File: config.mk
export PLATFORM = sky130hd
export DESIGN_NAME = receptor_fifo_flat
export DESIGN_NICKNAME = d
export VERILOG_FILES = /design/src/rtl/receptor_pkg.sv /design/src/rtl/receptor_fifo_if.sv /design/src/rtl/receptor_fifo_sync_2ff.sv /design/src/rtl/receptor_fifo.sv /design/src/flat_wrapper.sv
export SDC_FILE = /design/constraint.sdc
export NUM_CORES = 1
export LEC_CHECK = 0
export ABC_AREA = 0
export ABC_CLOCK_PERIOD_IN_PS = 2160
export BUFFER_PORTS_ARGS = -buffer_cell sky130_fd_sc_hd__buf_4
export CORE_ASPECT_RATIO = 1.2
export CORE_MARGIN = 2
export CORE_UTILIZATION = 45
export DETAILED_ROUTE_END_ITERATION = 6
export HOLD_SLACK_MARGIN = 0.12
export PLACE_DENSITY = 0.8
export SYNTH_ARGS = -nofsm -noshare
export SYNTH_HDL_FRONTEND = slang
export SYNTH_SLANG_ARGS = --single-unit
File: constraint.sdc
create_clock -name clk -period 2.16 [get_ports clk]
set_clock_uncertainty 0.1 [all_clocks]
set_input_delay 0.432 -clock clk [delete_from_list [all_inputs] [get_ports clk]]
set_output_delay 0.432 -clock clk [all_outputs]
set_load 0.005 [all_outputs]
File: src/rtl/receptor_pkg.sv
// Shared types and default sizing for the four-phase receptor FIFO.
package receptor_pkg;

  localparam int DEF_WIDTH = 4;
  localparam int DEF_DEPTH = 4;

  typedef enum logic {
    WAIT_SEND = 1'b0,
    WAIT_DROP = 1'b1
  } state_t;

endpackage

File: src/rtl/receptor_fifo_if.sv
// Sender/consumer bundle of the receptor FIFO; the FIFO takes the slave side.
interface receptor_fifo_if
  import receptor_pkg::*;
#(
  parameter int WIDTH = DEF_WIDTH,
  parameter int DEPTH = DEF_DEPTH
) ();

  logic                         send;
  logic [WIDTH-1:0]             dados;
  logic                         ack;
  logic [WIDTH-1:0]             dout;
  logic                         dout_valid;
  logic                         dout_ready;
  logic [$clog2(DEPTH+1)-1:0]   count;
  logic                         full;
  logic                         empty;

  modport master (
    output send, dados, dout_ready,
    input  ack, dout, dout_valid, count, full, empty
  );

  modport slave (
    input  send, dados, dout_ready,
    output ack, dout, dout_valid, count, full, empty
  );

endinterface

File: src/rtl/receptor_fifo_sync_2ff.sv
// Two-flop synchronizer for the asynchronous send request, cleared to 0 on reset.
module sync_2ff (
  input  logic clk,
  input  logic rst,
  input  logic d,
  output logic q
);

  logic meta;

  always_ff @(posedge clk) begin
    if (rst) begin
      meta <= 1'b0;
      q    <= 1'b0;
    end else begin
      meta <= d;
      q    <= meta;
    end
  end

endmodule

File: src/rtl/receptor_fifo.sv
// Four-phase handshake receiver feeding a first-word-fall-through FIFO.
//   state     | meaning
//   WAIT_SEND | ack low, waiting for a synchronized request with room in the FIFO
//   WAIT_DROP | word stored, ack high, waiting for the sender to drop send
module receptor_fifo
  import receptor_pkg::*;
#(
  parameter int WIDTH = DEF_WIDTH,
  parameter int DEPTH = DEF_DEPTH
) (
  input  logic            clk,
  input  logic            rst,
  receptor_fifo_if.slave  bus
);

  localparam int AW = $clog2(DEPTH);
  localparam int CW = $clog2(DEPTH + 1);

  logic             send_s;
  state_t           state_q;
  state_t           state_d;
  logic [WIDTH-1:0] mem [DEPTH];
  logic [AW-1:0]    wr_ptr;
  logic [AW-1:0]    rd_ptr;
  logic [CW-1:0]    count_q;
  logic             full_w;
  logic             empty_w;
  logic             push;
  logic             pop;
  logic             ack_w;

  sync_2ff u_sync (
    .clk (clk),
    .rst (rst),
    .d   (bus.send),
    .q   (send_s)
  );

  // Full comes from the registered count, so a same-cycle pop never frees a slot for a push.
  assign full_w  = (count_q == CW'(DEPTH));
  assign empty_w = (count_q == '0);

  always_ff @(posedge clk) begin
    if (rst) state_q <= WAIT_SEND;
    else     state_q <= state_d;
  end

  always_comb begin
    state_d = state_q;
    case (state_q)
      WAIT_SEND: if (send_s && !full_w) state_d = WAIT_DROP;
      WAIT_DROP: if (!send_s)           state_d = WAIT_SEND;
      default:                          state_d = WAIT_SEND;
    endcase
  end

  always_comb begin
    push  = 1'b0;
    ack_w = 1'b0;
    case (state_q)
      WAIT_SEND: push  = send_s && !full_w;
      WAIT_DROP: ack_w = 1'b1;
      default: begin
        push  = 1'b0;
        ack_w = 1'b0;
      end
    endcase
  end

  assign pop = !empty_w && bus.dout_ready;

  always_ff @(posedge clk) begin
    if (rst) begin
      wr_ptr  <= '0;
      rd_ptr  <= '0;
      count_q <= '0;
    end else begin
      if (push) wr_ptr <= wr_ptr + AW'(1);
      if (pop)  rd_ptr <= rd_ptr + AW'(1);
      case ({push, pop})
        2'b10:   count_q <= count_q + CW'(1);
        2'b01:   count_q <= count_q - CW'(1);
        default: count_q <= count_q;
      endcase
    end
  end

  // Storage is deliberately left out of reset; the pointers define what is valid.
  always_ff @(posedge clk) begin
    if (push && !rst) mem[wr_ptr] <= bus.dados;
  end

  assign bus.ack        = ack_w;
  assign bus.dout       = mem[rd_ptr];
  assign bus.dout_valid = !empty_w;
  assign bus.count      = count_q;
  assign bus.full       = full_w;
  assign bus.empty      = empty_w;

endmodule

File: src/flat_wrapper.sv
// flat-port wrapper written by rule: the top's interface ports become plain ports
module receptor_fifo_flat import receptor_pkg::*;
#(
  parameter int WIDTH = DEF_WIDTH,
  parameter int DEPTH = DEF_DEPTH
)
  (clk, rst, bus_send, bus_dados, bus_dout_ready, bus_ack, bus_dout, bus_dout_valid, bus_count, bus_full, bus_empty);
  receptor_fifo_if #(.WIDTH(WIDTH), .DEPTH(DEPTH)) bus_i ();
  input  logic clk;
  input  logic rst;
  input wire logic [$bits(bus_i.send)-1:0] bus_send;
  input wire logic [$bits(bus_i.dados)-1:0] bus_dados;
  input wire logic [$bits(bus_i.dout_ready)-1:0] bus_dout_ready;
  output wire logic [$bits(bus_i.ack)-1:0] bus_ack;
  output wire logic [$bits(bus_i.dout)-1:0] bus_dout;
  output wire logic [$bits(bus_i.dout_valid)-1:0] bus_dout_valid;
  output wire logic [$bits(bus_i.count)-1:0] bus_count;
  output wire logic [$bits(bus_i.full)-1:0] bus_full;
  output wire logic [$bits(bus_i.empty)-1:0] bus_empty;
  assign bus_i.send = bus_send;
  assign bus_i.dados = bus_dados;
  assign bus_i.dout_ready = bus_dout_ready;
  assign bus_ack = bus_i.ack;
  assign bus_dout = bus_i.dout;
  assign bus_dout_valid = bus_i.dout_valid;
  assign bus_count = bus_i.count;
  assign bus_full = bus_i.full;
  assign bus_empty = bus_i.empty;
  receptor_fifo #(.WIDTH(WIDTH), .DEPTH(DEPTH)) u_core (.clk(clk), .rst(rst), .bus(bus_i));
endmodule
==> impl_metrics.xml, run 1 <==
<?xml version="1.0" encoding="UTF-8"?>
<metrics>
  <group name="pwr">
    <metric name="vdd_drop_max" unit="mV">0.7248</metric>
    <metric name="power.density" unit="mW/mm²">842.8</metric>
    <metric name="static_leakage" unit="nW">0.5401</metric>
    <metric name="post-layout-total-power" unit="mW">1.204</metric>
  </group>
  <group name="floorplanning">
    <metric name="die-height" unit="µm">59.59</metric>
    <metric name="design.portCount" unit="">19</metric>
    <metric name="core_area" unit="mm²">0.002502</metric>
    <metric name="die_w" unit="µm">50.32</metric>
    <metric name="row_count" unit="">20</metric>
    <metric name="initial_utilization" unit="%">46.30</metric>
    <metric name="dieArea" unit="mm²">0.002998</metric>
  </group>
  <group name="setup_path">
    <metric name="largest_stage_delay_worst_path" unit="ps">390</metric>
    <metric name="worstPathRequired" unit="ps">2320</metric>
    <metric name="worstSetupEndpointType" unit="">register</metric>
    <metric name="path_common_cell" unit="">sky130_fd_sc_hd__inv_1</metric>
    <metric name="cpMaxStageDelayCell" unit="">sky130_fd_sc_hd__dfxtp_4</metric>
    <metric name="critical_path.startpoint_type" unit="">register</metric>
    <metric name="worstPathMaxFanout" unit="">6</metric>
    <metric name="path_cells" unit="">nor3b_4, nor3b_2, inv_1, ha_2, inv_1, fa_2, xor2_1, or3_1, a21oi_2</metric>
    <metric name="worstPathBufferInverterCount" unit="">2</metric>
    <metric name="critical_path.top_delay_family" unit="">simple AND/OR/NAND/NOR gates</metric>
    <metric name="timing.setup.critical_path_class" unit="">reg -&gt; reg</metric>
    <metric name="timing.critical_path.arrival" unit="ps">2270</metric>
  </group>
  <group name="grt">
    <metric name="wire_length_of_the_first_global_routing_pass" unit="µm">3091</metric>
    <metric name="grtUsageTotal" unit="%">14.30</metric>
    <metric name="grt-ovfl-total" unit="">0</metric>
    <metric name="grt_antenna_before_repair" unit="">0</metric>
    <metric name="vias_in_the_first_global_route" unit="">748</metric>
    <metric name="grt_max_degree" unit="">16</metric>
  </group>
  <group name="timing">
    <metric name="unrepaired_setup_endpoints_after_global_routing" unit="">yes</metric>
    <metric name="layout_setup_ws" unit="ps">49.13</metric>
    <metric name="whs" unit="ps">209.4</metric>
    <metric name="fmax" unit="MHz">473.7</metric>
    <metric name="timing_hold_violations_final" unit="">0</metric>
    <metric name="final_max_slew_viol_count" unit="">0</metric>
    <metric name="worstMarginPinSlew" unit="ps">554.9</metric>
    <metric name="finalCriticalPeriod" unit="ps">2111</metric>
    <metric name="timing.final.crit_share" unit="%">97.73</metric>
    <metric name="setup_violations" unit="">0</metric>
    <metric name="max-slew-margin-rel" unit="%">62.49</metric>
  </group>
  <group name="final_layout">
    <metric name="final_layout_size_suffix_gt1_share" unit="%">38.53</metric>
    <metric name="mostFrequentLayoutCell" unit="">sky130_fd_sc_hd__buf_4</metric>
    <metric name="finalNetCount" unit="">124</metric>
    <metric name="antennaDiodeCount" unit="">0</metric>
    <metric name="area_delta_synth_final" unit="%">23.33</metric>
    <metric name="n_fill_cell" unit="">229</metric>
    <metric name="layout.core_utilization" unit="%">57.10</metric>
    <metric name="layout.cells.most_common_list" unit="">24 x sky130_fd_sc_hd__buf_4, 16 x sky130_fd_sc_hd__edfxtp_1, 9 x sky130_fd_sc_hd__dfxtp_1</metric>
  </group>
  <group name="clock_tree">
    <metric name="tritoncts" unit="">built</metric>
    <metric name="cts.root.buffer_cell" unit="">sky130_fd_sc_hd__clkbuf_4</metric>
    <metric name="clk_transition_reported_paths" unit="ps">130</metric>
    <metric name="clockBufferDepth" unit="">2</metric>
    <metric name="htreeDepth" unit="">1</metric>
    <metric name="worst_skew_pair.late_latency" unit="ps">310</metric>
    <metric name="ctsHoldBuffers" unit="">0</metric>
    <metric name="cts-buffers-inserted" unit="">3</metric>
    <metric name="clock_sink_count" unit="">28</metric>
  </group>
  <group name="routing">
    <metric name="route.antenna.remaining_nets" unit="">0</metric>
    <metric name="drt-pass1-iter-count" unit="">2</metric>
    <metric name="detail_route.wirelength" unit="µm">1883</metric>
    <metric name="drc_errors" unit="">0</metric>
    <metric name="drt-initial-drc-count" unit="">3</metric>
    <metric name="vias" unit="">687</metric>
    <metric name="route.detailed.vias_per_inst" unit="">4.838</metric>
    <metric name="wl_per_cell" unit="µm">13.26</metric>
  </group>
  <group name="synthesis">
    <metric name="synthesized_flop_and_latch_total" unit="">28</metric>
    <metric name="syn_avg_cell_area" unit="µm²">14.13</metric>
    <metric name="synthFlopType" unit="">sky130_fd_sc_hd__edfxtp_1</metric>
    <metric name="netlist_instances" unit="">82</metric>
    <metric name="synth_nets" unit="">96</metric>
    <metric name="number_of_enable_flip_flop_cells_after_synthesis" unit="">16</metric>
    <metric name="fraction_of_registers_with_async_set_or_reset_after_synthesis" unit="%">0</metric>
    <metric name="synth.yosys.warnings" unit="">0</metric>
    <metric name="synthDistinctLibCells" unit="">24</metric>
    <metric name="netlist_area" unit="mm²">0.001159</metric>
    <metric name="portion_of_the_post_synthesis_area_used_by_sequential_elements" unit="%">62.20</metric>
  </group>
  <group name="placed_design">
    <metric name="worst_slack_after_detailed_placement" unit="ps">51.06</metric>
    <metric name="gp_congestion" unit="">0.7031</metric>
    <metric name="dp_hpwl" unit="µm">1426</metric>
    <metric name="io_buffer_count" unit="">18</metric>
  </group>
  <group name="hold_path">
    <metric name="worst_hold_path_type" unit="">in -&gt; reg</metric>
  </group>
  <group name="flow_run">
    <metric name="drv_cap" unit="">0</metric>
  </group>
  <group name="run_status">
    <metric name="status" unit="">complete, no violations</metric>
  </group>
</metrics>
## timing repair
item / CTS / global route
resized for setup: 0 / 9
endpoints found under the setup margin: 0 / 1
setup buffers: 0 / 2
## cell type report
cell class	instances	area (µm²)	share of cell area, %
clock buffers	3	22.52	1.576
clock inverters	1	3.754	0.2627
inverters	8	30.03	2.102
multi-input cells	45	424.2	29.68
flip-flops and latches	28	726.9	50.88
well taps	33	41.29	2.890
repair buffers	24	180.2	12.61
## stage by stage
step	instances	setup TNS (ps)	instance area [µm²]
floorplan	82	0	1159
global placement	136	0	1361
detailed placement	136	0	1361
CTS	140	0	1388
global route	142	-18.84	1429
finish	142	0	1429
## logic make-up after synthesis
family	count (synthesis)	synth area share, %
flip-flops	28	62.20
AND/OR/NAND/NOR	24	13.07
buffers and inverters	9	2.916
AO/OA/AOI/OAI	6	2.808
multiplexers	6	9.612
adder cells (fa/ha/maj)	6	7.127
XOR/XNOR	3	2.268
## synth_stat cells, types with 2 or more instances
master	instances	area share, %
sky130_fd_sc_hd__o21ai_0	2	0.86
sky130_fd_sc_hd__inv_1	7	2.3
sky130_fd_sc_hd__nor2_1	7	2.3
sky130_fd_sc_hd__and2_1	4	2.2
sky130_fd_sc_hd__edfxtp_1	16	41
sky130_fd_sc_hd__ha_1	5	5.4
sky130_fd_sc_hd__xor2_1	3	2.3
sky130_fd_sc_hd__nand2b_1	2	1.1
sky130_fd_sc_hd__or3_1	2	1.1
sky130_fd_sc_hd__a21oi_1	3	1.3
sky130_fd_sc_hd__nor3b_2	2	2.2
sky130_fd_sc_hd__mux4_2	4	7.8
sky130_fd_sc_hd__nor2b_1	3	1.6
sky130_fd_sc_hd__dfxtp_1	12	21
## worst reg2reg max path: cells and delay by family, from the launching register on
family                     cells  cell delay, ps
and+or+nand+nor                3             670
adders and majority gates      2             500
DFF                            1             390
xor gates and xnor gates       1             160
AOI/OAI and AO/OA              1             120
buffers and inverters          2             110
## final timing paths
kind                                                        from                          endpoint  slack [ps]  cells past startpoint
worst min register to register     u_core.u_sync.meta$_SDFF_PP0_        u_core.u_sync.q$_SDFF_PP0_         360                      1
worst min-delay path                                bus_dados[1]        u_core.mem[0][1]$_DFFE_PP_         210                      1
worst max-delay path            u_core.bus.count[1]$_SDFFE_PP0P_  u_core.bus.count[2]$_SDFFE_PP0P_          50                      9
worst max register to register  u_core.bus.count[1]$_SDFFE_PP0P_  u_core.bus.count[2]$_SDFFE_PP0P_          50                      9
## report_power, final
group / internal (mW) / switching, mW / total, mW
combinational: 0.207 / 0.142 / 0.350
sequential: 0.602 / 0.0477 / 0.650
clock: 0.0676 / 0.137 / 0.205
## state kept, by name, indices dropped and copies added (netlist names), named ones only
signal,cells
u_core.wr_ptr,2
u_core.rd_ptr,2
u_core.bus.count,3
u_core.state_q,1
u_core.u_sync.meta,1
u_core.u_sync.q,1
u_core.mem,16
## layer usage
metal,part of all wire (%),GRT usage (%)
met1,40,14.05
met2,55,28.20
met3,4.5,2.778
met4,0.53,6.950
met5,0,0
(Power assumes the default switching activity.)
==> inputs of run 2 (changes only) <==
- GPL_TIMING_DRIVEN: unset -> 0
==> impl_metrics.xml, run 2 (synthesis results as in run 1) <==
<?xml version="1.0" encoding="UTF-8"?>
<metrics>
  <group name="flow_run">
    <metric name="drv_cap" unit="">0</metric>
  </group>
  <group name="timing">
    <metric name="final_max_slew_viol_count" unit="">0</metric>
    <metric name="timing_hold_violations_final" unit="">0</metric>
    <metric name="setup_violations" unit="">0</metric>
    <metric name="timing.final.crit_share" unit="%">99.89</metric>
    <metric name="unrepaired_setup_endpoints_after_global_routing" unit="">yes</metric>
    <metric name="max-slew-margin-rel" unit="%">65.25</metric>
    <metric name="worstMarginPinSlew" unit="ps">514.1</metric>
    <metric name="finalCriticalPeriod" unit="ps">2158</metric>
    <metric name="fmax" unit="MHz">463.5</metric>
  </group>
  <group name="placed_design">
    <metric name="placement.cell_area" unit="mm²">0.001335</metric>
    <metric name="placed_cells" unit="">133</metric>
    <metric name="gp_congestion" unit="">0.7030</metric>
    <metric name="dp_hpwl" unit="µm">1424</metric>
    <metric name="io_buffer_count" unit="">18</metric>
  </group>
  <group name="clock_tree">
    <metric name="worst_skew_pair.late_latency" unit="ps">310</metric>
    <metric name="clock_sink_count" unit="">28</metric>
    <metric name="clk_transition_reported_paths" unit="ps">130</metric>
    <metric name="tritoncts" unit="">built</metric>
    <metric name="cts-buffers-inserted" unit="">3</metric>
    <metric name="clockBufferDepth" unit="">2</metric>
    <metric name="htreeDepth" unit="">1</metric>
    <metric name="ctsHoldBuffers" unit="">0</metric>
    <metric name="cts.root.buffer_cell" unit="">sky130_fd_sc_hd__clkbuf_4</metric>
  </group>
  <group name="routing">
    <metric name="route.antenna.remaining_nets" unit="">0</metric>
    <metric name="detail_route.wirelength" unit="µm">1900</metric>
    <metric name="drc_errors" unit="">0</metric>
    <metric name="drt-initial-drc-count" unit="">5</metric>
    <metric name="route.detailed.vias_per_inst" unit="">4.807</metric>
    <metric name="wl_per_cell" unit="µm">13.10</metric>
    <metric name="drt-pass1-iter-count" unit="">4</metric>
    <metric name="vias" unit="">697</metric>
  </group>
  <group name="setup_path">
    <metric name="worstRegToRegCells" unit="">9</metric>
    <metric name="rr_endpoint" unit="">u_core.bus.count[2]$_SDFFE_PP0P_</metric>
    <metric name="worstPathRequired" unit="ps">2310</metric>
    <metric name="critical_path.startpoint_type" unit="">register</metric>
    <metric name="rr_startpoint" unit="">u_core.bus.count[0]$_SDFFE_PP0P_</metric>
    <metric name="timing.critical_path.arrival" unit="ps">2310</metric>
    <metric name="worstSetupEndpointType" unit="">register</metric>
    <metric name="reg2reg_setup_slack" unit="ps">2</metric>
    <metric name="timing.setup.critical_path_class" unit="">reg -&gt; reg</metric>
    <metric name="worstPathMaxFanout" unit="">4</metric>
  </group>
  <group name="floorplanning">
    <metric name="initial_utilization" unit="%">46.30</metric>
    <metric name="die_w" unit="µm">50.32</metric>
    <metric name="die-height" unit="µm">59.59</metric>
    <metric name="design.portCount" unit="">19</metric>
    <metric name="row_count" unit="">20</metric>
    <metric name="dieArea" unit="mm²">0.002998</metric>
    <metric name="core_area" unit="mm²">0.002502</metric>
  </group>
  <group name="final_layout">
    <metric name="final_layout_size_suffix_gt1_share" unit="%">39.29</metric>
    <metric name="antennaDiodeCount" unit="">0</metric>
    <metric name="multiInputGateArea" unit="µm²">425.4</metric>
    <metric name="max_flop_register" unit="">u_core.mem</metric>
    <metric name="instances_no_fill" unit="">145</metric>
    <metric name="layout.cells.most_common_list" unit="">26 x sky130_fd_sc_hd__buf_4, 16 x sky130_fd_sc_hd__edfxtp_1, 9 x sky130_fd_sc_hd__dfxtp_1</metric>
    <metric name="finalNetCount" unit="">127</metric>
    <metric name="area_delta_synth_final" unit="%">26.35</metric>
    <metric name="final_area" unit="mm²">0.001464</metric>
    <metric name="largest_register_ffs" unit="">16</metric>
    <metric name="n_fill_cell" unit="">223</metric>
    <metric name="sequential_area" unit="µm²">732.0</metric>
    <metric name="mostFrequentLayoutCell" unit="">sky130_fd_sc_hd__buf_4</metric>
  </group>
  <group name="grt">
    <metric name="grtUsageTotal" unit="%">13.56</metric>
    <metric name="wire_length_of_the_first_global_routing_pass" unit="µm">2953</metric>
    <metric name="grt_antenna_before_repair" unit="">0</metric>
    <metric name="grt-ovfl-total" unit="">0</metric>
    <metric name="vias_in_the_first_global_route" unit="">713</metric>
    <metric name="grt_max_degree" unit="">16</metric>
  </group>
  <group name="hold_path">
    <metric name="min_delay_path_depth" unit="">1</metric>
    <metric name="worst_hold_path_type" unit="">in -&gt; reg</metric>
    <metric name="min-delay-start" unit="">bus_dados[3]</metric>
    <metric name="timing.hold.worst_endpoint" unit="">u_core.mem[0][3]$_DFFE_PP_</metric>
  </group>
  <group name="pwr">
    <metric name="net-switching-power" unit="mW">0.3247</metric>
    <metric name="pwr-share-clk" unit="%">18.9</metric>
    <metric name="p_sw_share" unit="%">25.94</metric>
    <metric name="cell_internal_pwr" unit="mW">0.9273</metric>
    <metric name="power.combinational.fraction" unit="%">29.5</metric>
    <metric name="power.density" unit="mW/mm²">855.3</metric>
    <metric name="vdd_drop_max" unit="mV">0.5214</metric>
    <metric name="power.share.sequential" unit="%">51.6</metric>
    <metric name="static_leakage" unit="nW">0.5586</metric>
  </group>
  <group name="run_status">
    <metric name="status" unit="">complete, no violations</metric>
  </group>
</metrics>
## run 2: worst max path at each step
stage	slack (ps)	start	cells after the start	endpoint
2_1_floorplan	20	u_core.bus.count[2]$_SDFFE_PP0P_	9	u_core.bus.count[2]$_SDFFE_PP0P_
3_3_place_gp	-90	u_core.bus.count[2]$_SDFFE_PP0P_	9	u_core.bus.count[2]$_SDFFE_PP0P_
3_5_place_dp	-160	u_core.bus.count[2]$_SDFFE_PP0P_	9	u_core.bus.count[2]$_SDFFE_PP0P_
4_1_cts	4	u_core.bus.count[0]$_SDFFE_PP0P_	9	u_core.bus.count[2]$_SDFFE_PP0P_
5_1_grt	-110	u_core.bus.count[0]$_SDFFE_PP0P_	9	u_core.bus.count[2]$_SDFFE_PP0P_
6_report	2	u_core.bus.count[0]$_SDFFE_PP0P_	9	u_core.bus.count[2]$_SDFFE_PP0P_
## run 2: power by group through the flow
stage               logic, mW  clock network (mW)  registers [mW]
floorplan               0.178                   0           0.651
global placement        0.291                   0           0.658
detailed placement      0.304                   0           0.660
CTS                     0.325               0.246           0.654
global route            0.408               0.270           0.653
finish                  0.369               0.237           0.646
## run 2: cell type report
class,count,share of cell area (%)
plain buffers,1,0.2564
clock buffers,4,2.479
inverters,8,2.051
multi-input cells,45,29.06
flip-flops and latches,28,50.00
well taps,33,2.821
repair buffers,26,13.33
## run 2: layer usage
layer  vias up  global-route usage (%)  routed length, µm
met5         -                       0                  0
met4         0                   5.792                  9
met3         2                   2.273                 88
met2        17                   27.44               1133
met1       333                   13.29                669
li1        345                       -                  -
## run 2: metrics by stage
step | hold slack [ps] | setup WS, ps | utilization, % | TNS (ps) | power [mW]
6_report | 216.4 | 2.293 | 58.50 | 0 | 1.252
3_5_place_dp | 344.4 | -161.9 | 53.35 | -161.9 | 0.9638
5_1_grt | 186.3 | -110.8 | 58.50 | -110.8 | 1.331
3_3_place_gp | 321.8 | -86.33 | 53.35 | -86.33 | 0.9488
4_1_cts | 208.2 | 3.700 | 56.40 | 0 | 1.225
2_1_floorplan | 313.8 | 16.47 | - | 0 | 0.8281
## run 2: critical path, stage by stage, from the launching register on
cell                      delay (ps)
sky130_fd_sc_hd__dfxtp_4         380
sky130_fd_sc_hd__nor3b_4         270
sky130_fd_sc_hd__nor3b_4          90
sky130_fd_sc_hd__inv_1            70
sky130_fd_sc_hd__ha_2            170
sky130_fd_sc_hd__inv_1            50
sky130_fd_sc_hd__fa_2            330
sky130_fd_sc_hd__xor2_1          160
sky130_fd_sc_hd__or3_1           360
sky130_fd_sc_hd__a21oi_2         120
## run 2: what timing repair did
| item | CTS | global route |
|---|---|---|
| endpoints found under the setup margin | 1 | 2 |
| gates resized for setup | 7 | 4 |
| buffers inserted | 3 | 5 |
| pin swaps | 1 | 4 |
